==> src/rtl/pipo_ctrl_pkg.sv <==
// Purpose : shared definitions for the PIPO load arbiter slice: FSM state
//           encoding, default geometry and a constant clog2 helper.
// Contents: pipo_state_e, DEF_N_REQ, DEF_W, DEF_HOLD_CYCLES, HOLD_CNT_W, clog2()
package pipo_ctrl_pkg;

  localparam int DEF_N_REQ       = 4;
  localparam int DEF_W           = 4;
  localparam int DEF_HOLD_CYCLES = 3;
  // Wide enough for the largest legal hold length (15).
  localparam int HOLD_CNT_W      = 4;

  typedef enum logic [1:0] {
    ST_IDLE = 2'd0,
    ST_LOAD = 2'd1,
    ST_HOLD = 2'd2
  } pipo_state_e;

  // Ceiling log2 for elaboration-time sizing; never returns less than 1 so a
  // two-requester arbiter still gets a one-bit owner index.
  function automatic int clog2(input int value);
    int result;
    result = 1;
    for (int i = 1; i < 31; i++) begin
      if ((1 << i) < value) begin
        result = i + 1;
      end else begin
        result = result;
      end
    end
    return result;
  endfunction

endpackage

==> src/rtl/pipo_reg.sv <==
// Purpose : W-bit parallel-in / parallel-out register with synchronous
//           active-high reset and a load enable. Reset wins over load.
// Ports   : clk  - clock
//           rst  - synchronous active-high reset (clears q)
//           i_en - load enable, q takes i_d on the rising edge
//           i_d  - parallel data in
//           o_q  - parallel data out
module pipo_reg #(
  parameter int W = 4
) (
  input  logic         clk,
  input  logic         rst,
  input  logic         i_en,
  input  logic [W-1:0] i_d,
  output logic [W-1:0] o_q
);

  logic [W-1:0] r_q;

  // Storage: reset clears, enable loads, otherwise hold.
  always_ff @(posedge clk) begin
    if (rst) begin
      r_q <= '0;
    end else if (i_en) begin
      r_q <= i_d;
    end else begin
      r_q <= r_q;
    end
  end

  assign o_q = r_q;

endmodule

==> src/rtl/pipo_load_arbiter.sv <==
// Purpose : round-robin arbiter that lets one of N_REQ requesters load its
//           word into a shared W-bit register, then holds the result valid
//           for HOLD_CYCLES cycles before accepting the next request.
// Ports   : clk     - clock, all state on the rising edge
//           rst     - synchronous active-high reset
//           req     - per-requester load request (bit k = requester k)
//           data_in - requester k's word at [k*W +: W]
//           gnt     - one-hot grant, only in the LOAD cycle that loads
//           q       - shared register contents
//           q_valid - high during HOLD
//           owner   - index of the requester that last won / is served
//           busy    - high in LOAD and HOLD
module pipo_load_arbiter
  import pipo_ctrl_pkg::*;
#(
  parameter int  N_REQ       = DEF_N_REQ,
  parameter int  W           = DEF_W,
  parameter int  HOLD_CYCLES = DEF_HOLD_CYCLES,
  localparam int OW          = clog2(N_REQ)
) (
  input  logic               clk,
  input  logic               rst,
  input  logic [N_REQ-1:0]   req,
  input  logic [N_REQ*W-1:0] data_in,
  output logic [N_REQ-1:0]   gnt,
  output logic [W-1:0]       q,
  output logic               q_valid,
  output logic [OW-1:0]      owner,
  output logic               busy
);

  pipo_state_e             r_state;
  pipo_state_e             w_state_nxt;
  logic [OW-1:0]           r_owner;
  logic [OW-1:0]           w_owner_nxt;
  logic [OW-1:0]           r_ptr;
  logic [OW-1:0]           w_ptr_nxt;
  logic [HOLD_CNT_W-1:0]   r_hold_cnt;
  logic [HOLD_CNT_W-1:0]   w_hold_nxt;
  logic [N_REQ-1:0]        w_gnt;
  logic                    w_load_en;
  logic [W-1:0]            w_sel_data;
  logic [2*N_REQ-1:0]      w_req_dbl;
  logic [N_REQ-1:0]        w_req_rot;
  logic [OW-1:0]           w_off;
  logic [OW:0]             w_sum;
  logic [OW-1:0]           w_win;

  // Round-robin pick: rotate req so ptr lands on bit 0, take the lowest set
  // bit, then add ptr back modulo N_REQ.
  always_comb begin
    w_req_dbl = {req, req} >> r_ptr;
    w_req_rot = w_req_dbl[N_REQ-1:0];
    w_off     = '0;
    for (int j = N_REQ - 1; j >= 0; j--) begin
      if (w_req_rot[j]) begin
        w_off = OW'(j);
      end else begin
        w_off = w_off;
      end
    end
    w_sum = {1'b0, r_ptr} + {1'b0, w_off};
    if (w_sum >= (OW+1)'(N_REQ)) begin
      w_sum = w_sum - (OW+1)'(N_REQ);
    end else begin
      w_sum = w_sum;
    end
    w_win = w_sum[OW-1:0];
  end

  assign w_sel_data = data_in[int'(r_owner)*W +: W];

  // Next-state and grant decode.
  always_comb begin
    w_state_nxt = r_state;
    w_owner_nxt = r_owner;
    w_ptr_nxt   = r_ptr;
    w_hold_nxt  = r_hold_cnt;
    w_gnt       = '0;
    w_load_en   = 1'b0;
    case (r_state)
      ST_IDLE: begin
        if (|req) begin
          w_owner_nxt = w_win;
          w_state_nxt = ST_LOAD;
        end else begin
          w_state_nxt = ST_IDLE;
        end
      end
      ST_LOAD: begin
        // A withdrawn request abandons the load without touching q or ptr.
        if (req[r_owner]) begin
          w_gnt[r_owner] = 1'b1;
          w_load_en      = 1'b1;
          w_ptr_nxt      = (r_owner == OW'(N_REQ - 1)) ? '0 : r_owner + OW'(1);
          w_hold_nxt     = HOLD_CNT_W'(HOLD_CYCLES);
          w_state_nxt    = ST_HOLD;
        end else begin
          w_state_nxt = ST_IDLE;
        end
      end
      ST_HOLD: begin
        if (r_hold_cnt <= HOLD_CNT_W'(1)) begin
          w_hold_nxt  = '0;
          w_state_nxt = ST_IDLE;
        end else begin
          w_hold_nxt  = r_hold_cnt - HOLD_CNT_W'(1);
        end
      end
      default: begin
        w_state_nxt = ST_IDLE;
      end
    endcase
  end

  // Control state registers.
  always_ff @(posedge clk) begin
    if (rst) begin
      r_state    <= ST_IDLE;
      r_owner    <= '0;
      r_ptr      <= '0;
      r_hold_cnt <= '0;
    end else begin
      r_state    <= w_state_nxt;
      r_owner    <= w_owner_nxt;
      r_ptr      <= w_ptr_nxt;
      r_hold_cnt <= w_hold_nxt;
    end
  end

  pipo_reg #(
    .W (W)
  ) u_pipo_reg (
    .clk  (clk),
    .rst  (rst),
    .i_en (w_load_en),
    .i_d  (w_sel_data),
    .o_q  (q)
  );

  assign gnt     = w_gnt;
  assign q_valid = (r_state == ST_HOLD);
  assign busy    = (r_state != ST_IDLE);
  assign owner   = r_owner;

endmodule

==> config.mk <==
export PLATFORM = sky130hd
export DESIGN_NAME = pipo_load_arbiter
export DESIGN_NICKNAME = d
export VERILOG_FILES = /design/src/rtl/pipo_ctrl_pkg.sv /design/src/rtl/pipo_reg.sv /design/src/rtl/pipo_load_arbiter.sv
export SDC_FILE = /design/constraint.sdc
export NUM_CORES = 1
export LEC_CHECK = 0
export CORE_MARGIN = 4
export CORE_UTILIZATION = 35
export DETAILED_ROUTE_END_ITERATION = 10
export HOLD_SLACK_MARGIN = 0.03
export SKIP_CTS_REPAIR_TIMING = 1
export SYNTH_ARGS = -nofsm -noshare
export SYNTH_HDL_FRONTEND = slang
export SYNTH_SLANG_ARGS = --single-unit
==> constraint.sdc <==
create_clock -name clk -period 3.6 [get_ports clk]
set_input_delay 1.08 -clock clk [delete_from_list [all_inputs] [get_ports clk]]
set_output_delay 1.08 -clock clk [all_outputs]
set_load 0.005 [all_outputs]
==> Word-level counts from Yosys, hierarchy flattened <==
Index checks and enable logic that the tools add are counted.
{ "word_totals": {"reg_bits": 14, "out_inout_bits": 12, "word_cells": 49} }
{ "op_classes": {"addsub": 4, "order_cmp": 4, "eq_ne": 5, "shift": 2, "muxes": 21, "reduce_logical": 8} }
{ "ops": {"columns": ["op", "count"], "rows": [
  ["2-bit two-way mux", 8],
  ["4-bit two-way mux", 4],
  ["16-bit by 5-bit variable part select with 4-bit output", 1],
  ["4-bit case mux with 2 select lines", 1],
  ["8-bit by 2-bit >> shifter with 4-bit output", 1],
  ["2-bit case mux with 3 select lines", 1],
  ["2-bit AND reduction", 3],
  ["1-bit two-way mux", 5],
  ["2-bit equality test (second input constant)", 2],
  ["4-bit by 1-bit less-or-equal comparator with 1-bit output (second input constant)", 1],
  ["2-bit nonzero test", 2],
  ["4-bit OR reduction", 1],
  ["4-bit by 1-bit subtractor with 4-bit output (second input constant)", 1],
  ["2-bit by 2-bit adder with 3-bit output", 1],
  ["3-bit >= comparator (second input constant)", 1],
  ["2-bit by 3-bit < comparator with 1-bit output (second input constant)", 1],
  ["2-bit by 1-bit adder with 2-bit output (second input constant)", 1],
  ["1-bit binary-select mux with 2-bit select", 1],
  ["1-bit demux with 2-bit select", 1],
  ["2-bit by 1-bit equality test with 1-bit output (second input constant)", 1],
  ["2-bit by 1-bit >= comparator with 1-bit output (second input constant)", 1],
  ["2-bit logical NOT", 1],
  ["2-bit by 1-bit != test with 1-bit output (second input constant)", 1],
  ["2-bit != test (second input constant)", 1],
  ["2 further kinds", 2]
]} }

==> Depth between registers and ports, before layout <==
{ "depth": {"word_depth": 8, "mapped_depth": 9, "depth_no_buf": 8} }

==> Hierarchy <==
Synthesis repeated with hierarchy kept, for this count alone.
{ "hier_totals": {"cells_unflattened": 113, "hier_area_um2": 985.9} }
{ "modules_own_cells": {"columns": ["module", "instances", "cells_per_inst", "area_per_inst_um2"], "rows": [
  ["pipo_load_arbiter", 1, 100, 845.8],
  ["pipo_reg", 1, 13, 140.1]
]} }

==> Least setup slack after synthesis <==
No wires, ideal clock.
{ "synth_path": {"path_type": "input -> output", "start": "input req[0]", "end": "output gnt[0]", "arrival_time_ps": 2209, "setup_slack_ps": 311, "cell_stages": 5, "n_path_buf": 2, "path_cell_list": "buf_2 > mux4_2 > and3b_4 > buf_6 > and2_2"} }
{ "synth_via": {"elab_chain_len": 4} }
{ "synth_rtl": {"columns": ["element", "line_no", "rtl"], "rows": [
  ["from (decl)", "pipo_load_arbiter.sv:23", "input logic [N_REQ-1:0] req,"],
  ["1-bit binary-select mux with 2-bit select", "pipo_load_arbiter.sv:92", "if (req[r_owner]) begin"],
  ["1-bit two-way mux (not written as such)", "pipo_load_arbiter.sv:92", null],
  ["4-bit two-way mux", "pipo_load_arbiter.sv:92", null],
  ["4-bit two-way mux", "pipo_load_arbiter.sv:81", "case (r_state)"],
  ["to (decl)", "pipo_load_arbiter.sv:25", "output logic [N_REQ-1:0] gnt,"]
]} }
No other way between the ends. The select of a mux whose other input is x is not followed.

==> Final worst setup path <==
{ "layout_path": {"start": "input req[3]", "end": "output gnt[0]"} }
The elaborated chain is that of the path after synthesis.

==> results.json <==
{
  "ys_ff_latch": 14,
  "placeableCoreArea_um2": 2760,
  "hold_violations": 0,
  "design_area_um2": 1440,
  "crit_family": "multiplexers",
  "nets": 182,
  "clk_pin_slew_ns": 0.08,
  "multi_input_area_um2": 651,
  "num_vias": 962,
  "reg2reg_to": "owner[1]$_SDFFE_PP0P_",
  "routed_wl_um": 2520,
  "period_needed_ns": 3.35,
  "die-area_um2": 3790,
  "remaining_drc_errors": 0,
  "crit_arrival_ns": 2.27,
  "fin_crit_sh_pct": 93.1,
  "worst_pin_slew_ns": 0.536,
  "fin_util_pct": 52.3,
  "yosysWarnings": 0,
  "report.final.slew_viol_count": 0,
  "p_leak_nw": 0.678,
  "floorplan.initialDensity_pct": 36.4,
  "die_x_um": 61.5,
  "syn_nets": 143,
  "r2r_cells": 7,
  "worstPathMaxFanout": 5,
  "synth_seq_area_share_pct": 27.9,
  "top_layer": "met4",
  "n_antenna_cell": 0,
  "setup.worst_path.end_class": "output port",
  "wl_per_cell_um": 13.8,
  "drtAntennaViolNets": 0,
  "slew_headroom_pct": 64.1,
  "grt_usage_pct": 14.0,
  "clkPwrFrac_pct": 22.4,
  "min_to": "u_pipo_reg.o_q[3]$_SDFFE_PP0P_",
  "antenna_found_initial": 0,
  "status": "completed",
  "pwr-share-seq_pct": 36.8,
  "gr-total-overflow": 0,
  "htree_num_levels": 1,
  "cts_tree": "yes",
  "synth_cell_types": 34,
  "port_buffers": 33,
  "viasPerCell": 5.26,
  "holdCritStartpoint": "u_pipo_reg.o_q[3]$_SDFFE_PP0P_",
  "syn_inst": 114,
  "cts_sinks": 14,
  "layout_setup_ws_ns": 0.247,
  "cp_slowest_cell": "mux4_2",
  "cts_inserted_buffers": 3,
  "synthFlopType": "dfxtp_1",
  "p_switching_w": 0.000161,
  "io_pins": 34,
  "clk_latency_ns": 0.28,
  "dp_slack_ns": -0.333,
  "clock_skew_ns": 0.00340,
  "async_reset_ff_share_pct": 0,
  "hpwl_um": 1900,
  "routed-wl-met3_um": 169,
  "gp_congestion": 0.791,
  "ff_latch_area_um2": 280,
  "p_per_area_nw_per_um2": 356,
  "clockBufferDepth": 2,
  "synth.avg_cell_area_um2": 8.80,
  "hp-class": "flip-flop to flip-flop",
  "final.fill_count": 249,
  "synth_top_cells_by_count": "14 x dfxtp_1, 14 x nor2_1, 12 x a21oi_1",
  "netlist.area_leader.share_pct": 27.9,
  "reg2reg_slack_ns": 1.74,
  "power.internal_w": 0.000353,
  "setup_viol": 0,
  "combPwrFrac_pct": 40.9,
  "drt_pass1_iterations": 5,
  "placed_area_um2": 1390,
  "crit_chain": "dlymetal6s2s_1, mux4_2, and3b_4, and2_2, dlymetal6s2s_1",
  "max_cap_violations": 0,
  "synth_edf_count": 0,
  "critical_path_class": "primary input to output port",
  "drive_gt1_share_pct": 14.5,
  "fmaxAchievable_mhz": 298,
  "rsz0062_at_grt": "no",
  "syn_area_um2": 1000,
  "rr_startpoint": "r_ptr[0]$_SDFFE_PP0P_",
  "grt_pass1_vias": 905,
  "area_growth_pct": 43.8,
  "synthTopCellsByArea": "dfxtp_1 28%, mux4_1 10%, ha_1 8.7%",
  "vdd_ir_drop_max_v": 0.000267,
  "drt_iter0_drc": 51,
  "critical_path.max_stage_delay_ns": 0.49,
  "whs_path_depth": 2,
  "startpoint_type": "primary input",
  "die_y_um": 61.5,
  "crit_path_frequent_cell": "dlymetal6s2s_1",
  "wl_met1_um": 1090,
  "final.setup.tns_ns": 0,
  "wl_met2_um": 1240,
  "cp_data_required_time_ns": 2.52,
  "row_count": 19,
  "path_buf_inv": 2,
  "switching_share_pct": 31.4,
  "synth_top_cell_by_area": "dfxtp_1",
  "grt_pass1_wl_um": 3900,
  "cts_root_buffer": "clkbuf_4",
  "grt_max_degree": 15
}
## sequential cells by signal, indices dropped and copies added, names as in the netlist
register	cells
owner	2
r_ptr	2
u_pipo_reg.o_q	4
r_state	2
r_hold_cnt	4
## per-layer routing
layer  vias up  global-route usage, %
met5         -                      0
met4         0                   4.55
met3         3                   4.61
met2        36                   22.9
met1       439                   17.3
li1        484                      -
## cell families (layout without fill, tap and decap cells)
group | Yosys count | count (layout) | synth area share [%]
adders and majority gates | 7 | 7 | 8.73
buffers and inverters | 14 | 52 | 7.23
muxes | 6 | 6 | 13.7
DFF | 14 | 14 | 27.9
xor gates and xnor gates | 2 | 2 | 1.75
AOI/OAI and AO/OA | 26 | 26 | 17.5
and+or+nand+nor | 45 | 45 | 23.2
## worst max-delay path by stage
stage               startpoint      to  slack (ns)  cells past startpoint
floorplan               req[0]  gnt[0]        0.31                      5
global placement        req[3]  gnt[0]       -0.32                      5
detailed placement      req[3]  gnt[2]       -0.33                      5
CTS                     req[3]  gnt[2]       -0.34                      5
global route            req[3]  gnt[0]        0.21                      5
finish                  req[3]  gnt[0]        0.25                      5
## layout make-up
type	instances	area share, %
multi-input combinational	86	45.1
timing repair buffer	41	28.4
sequential	14	19.4
tap	31	2.69
clock buffer	4	2.52
inverter	7	1.82
## worst min-delay path, stage by stage, from the launching register on
cell and delay [ns]:
dfxtp_1 0.32, nand2_1 0.05, a21oi_1 0.05
## cell usage in the layout (no fill, tap or decap), types with 2 or more instances in the layout
cell	Yosys	routed
nor2_1	14	14
nand2b_1	3	3
dfxtp_1	14	14
nand2_1	11	11
xnor2_1	2	2
and2_2	4	4
o32ai_1	2	2
nor3_1	4	4
ha_1	7	7
inv_1	7	7
a21oi_1	12	12
o31ai_1	2	2
buf_4	0	8
o21ai_0	4	4
mux4_1	4	4
dlymetal6s2s_1	0	8
clkdlybuf4s50_1	0	25
clkbuf_4	0	3
## power groups by stage
stage	clock network [W]	logic, W	registers (W)
after floorplan	0	0.000129	0.000190
after global placement	0	0.000208	0.000192
after detailed placement	0	0.000211	0.000193
after CTS	0.000120	0.000215	0.000189
after global routing	0.000128	0.000234	0.000192
final	0.000115	0.000210	0.000189
## through the flow
stage / instances / total power, W / hold slack, ns
6_report: 183 / 0.000514 / 0.463
5_1_grt: 183 / 0.000554 / 0.491
2_1_floorplan: 114 / 0.000320 / 0.447
4_1_cts: 183 / 0.000523 / 0.468
3_5_place_dp: 179 / 0.000404 / 0.455
3_3_place_gp: 179 / 0.000399 / 0.444
(Power assumes the default switching activity.)
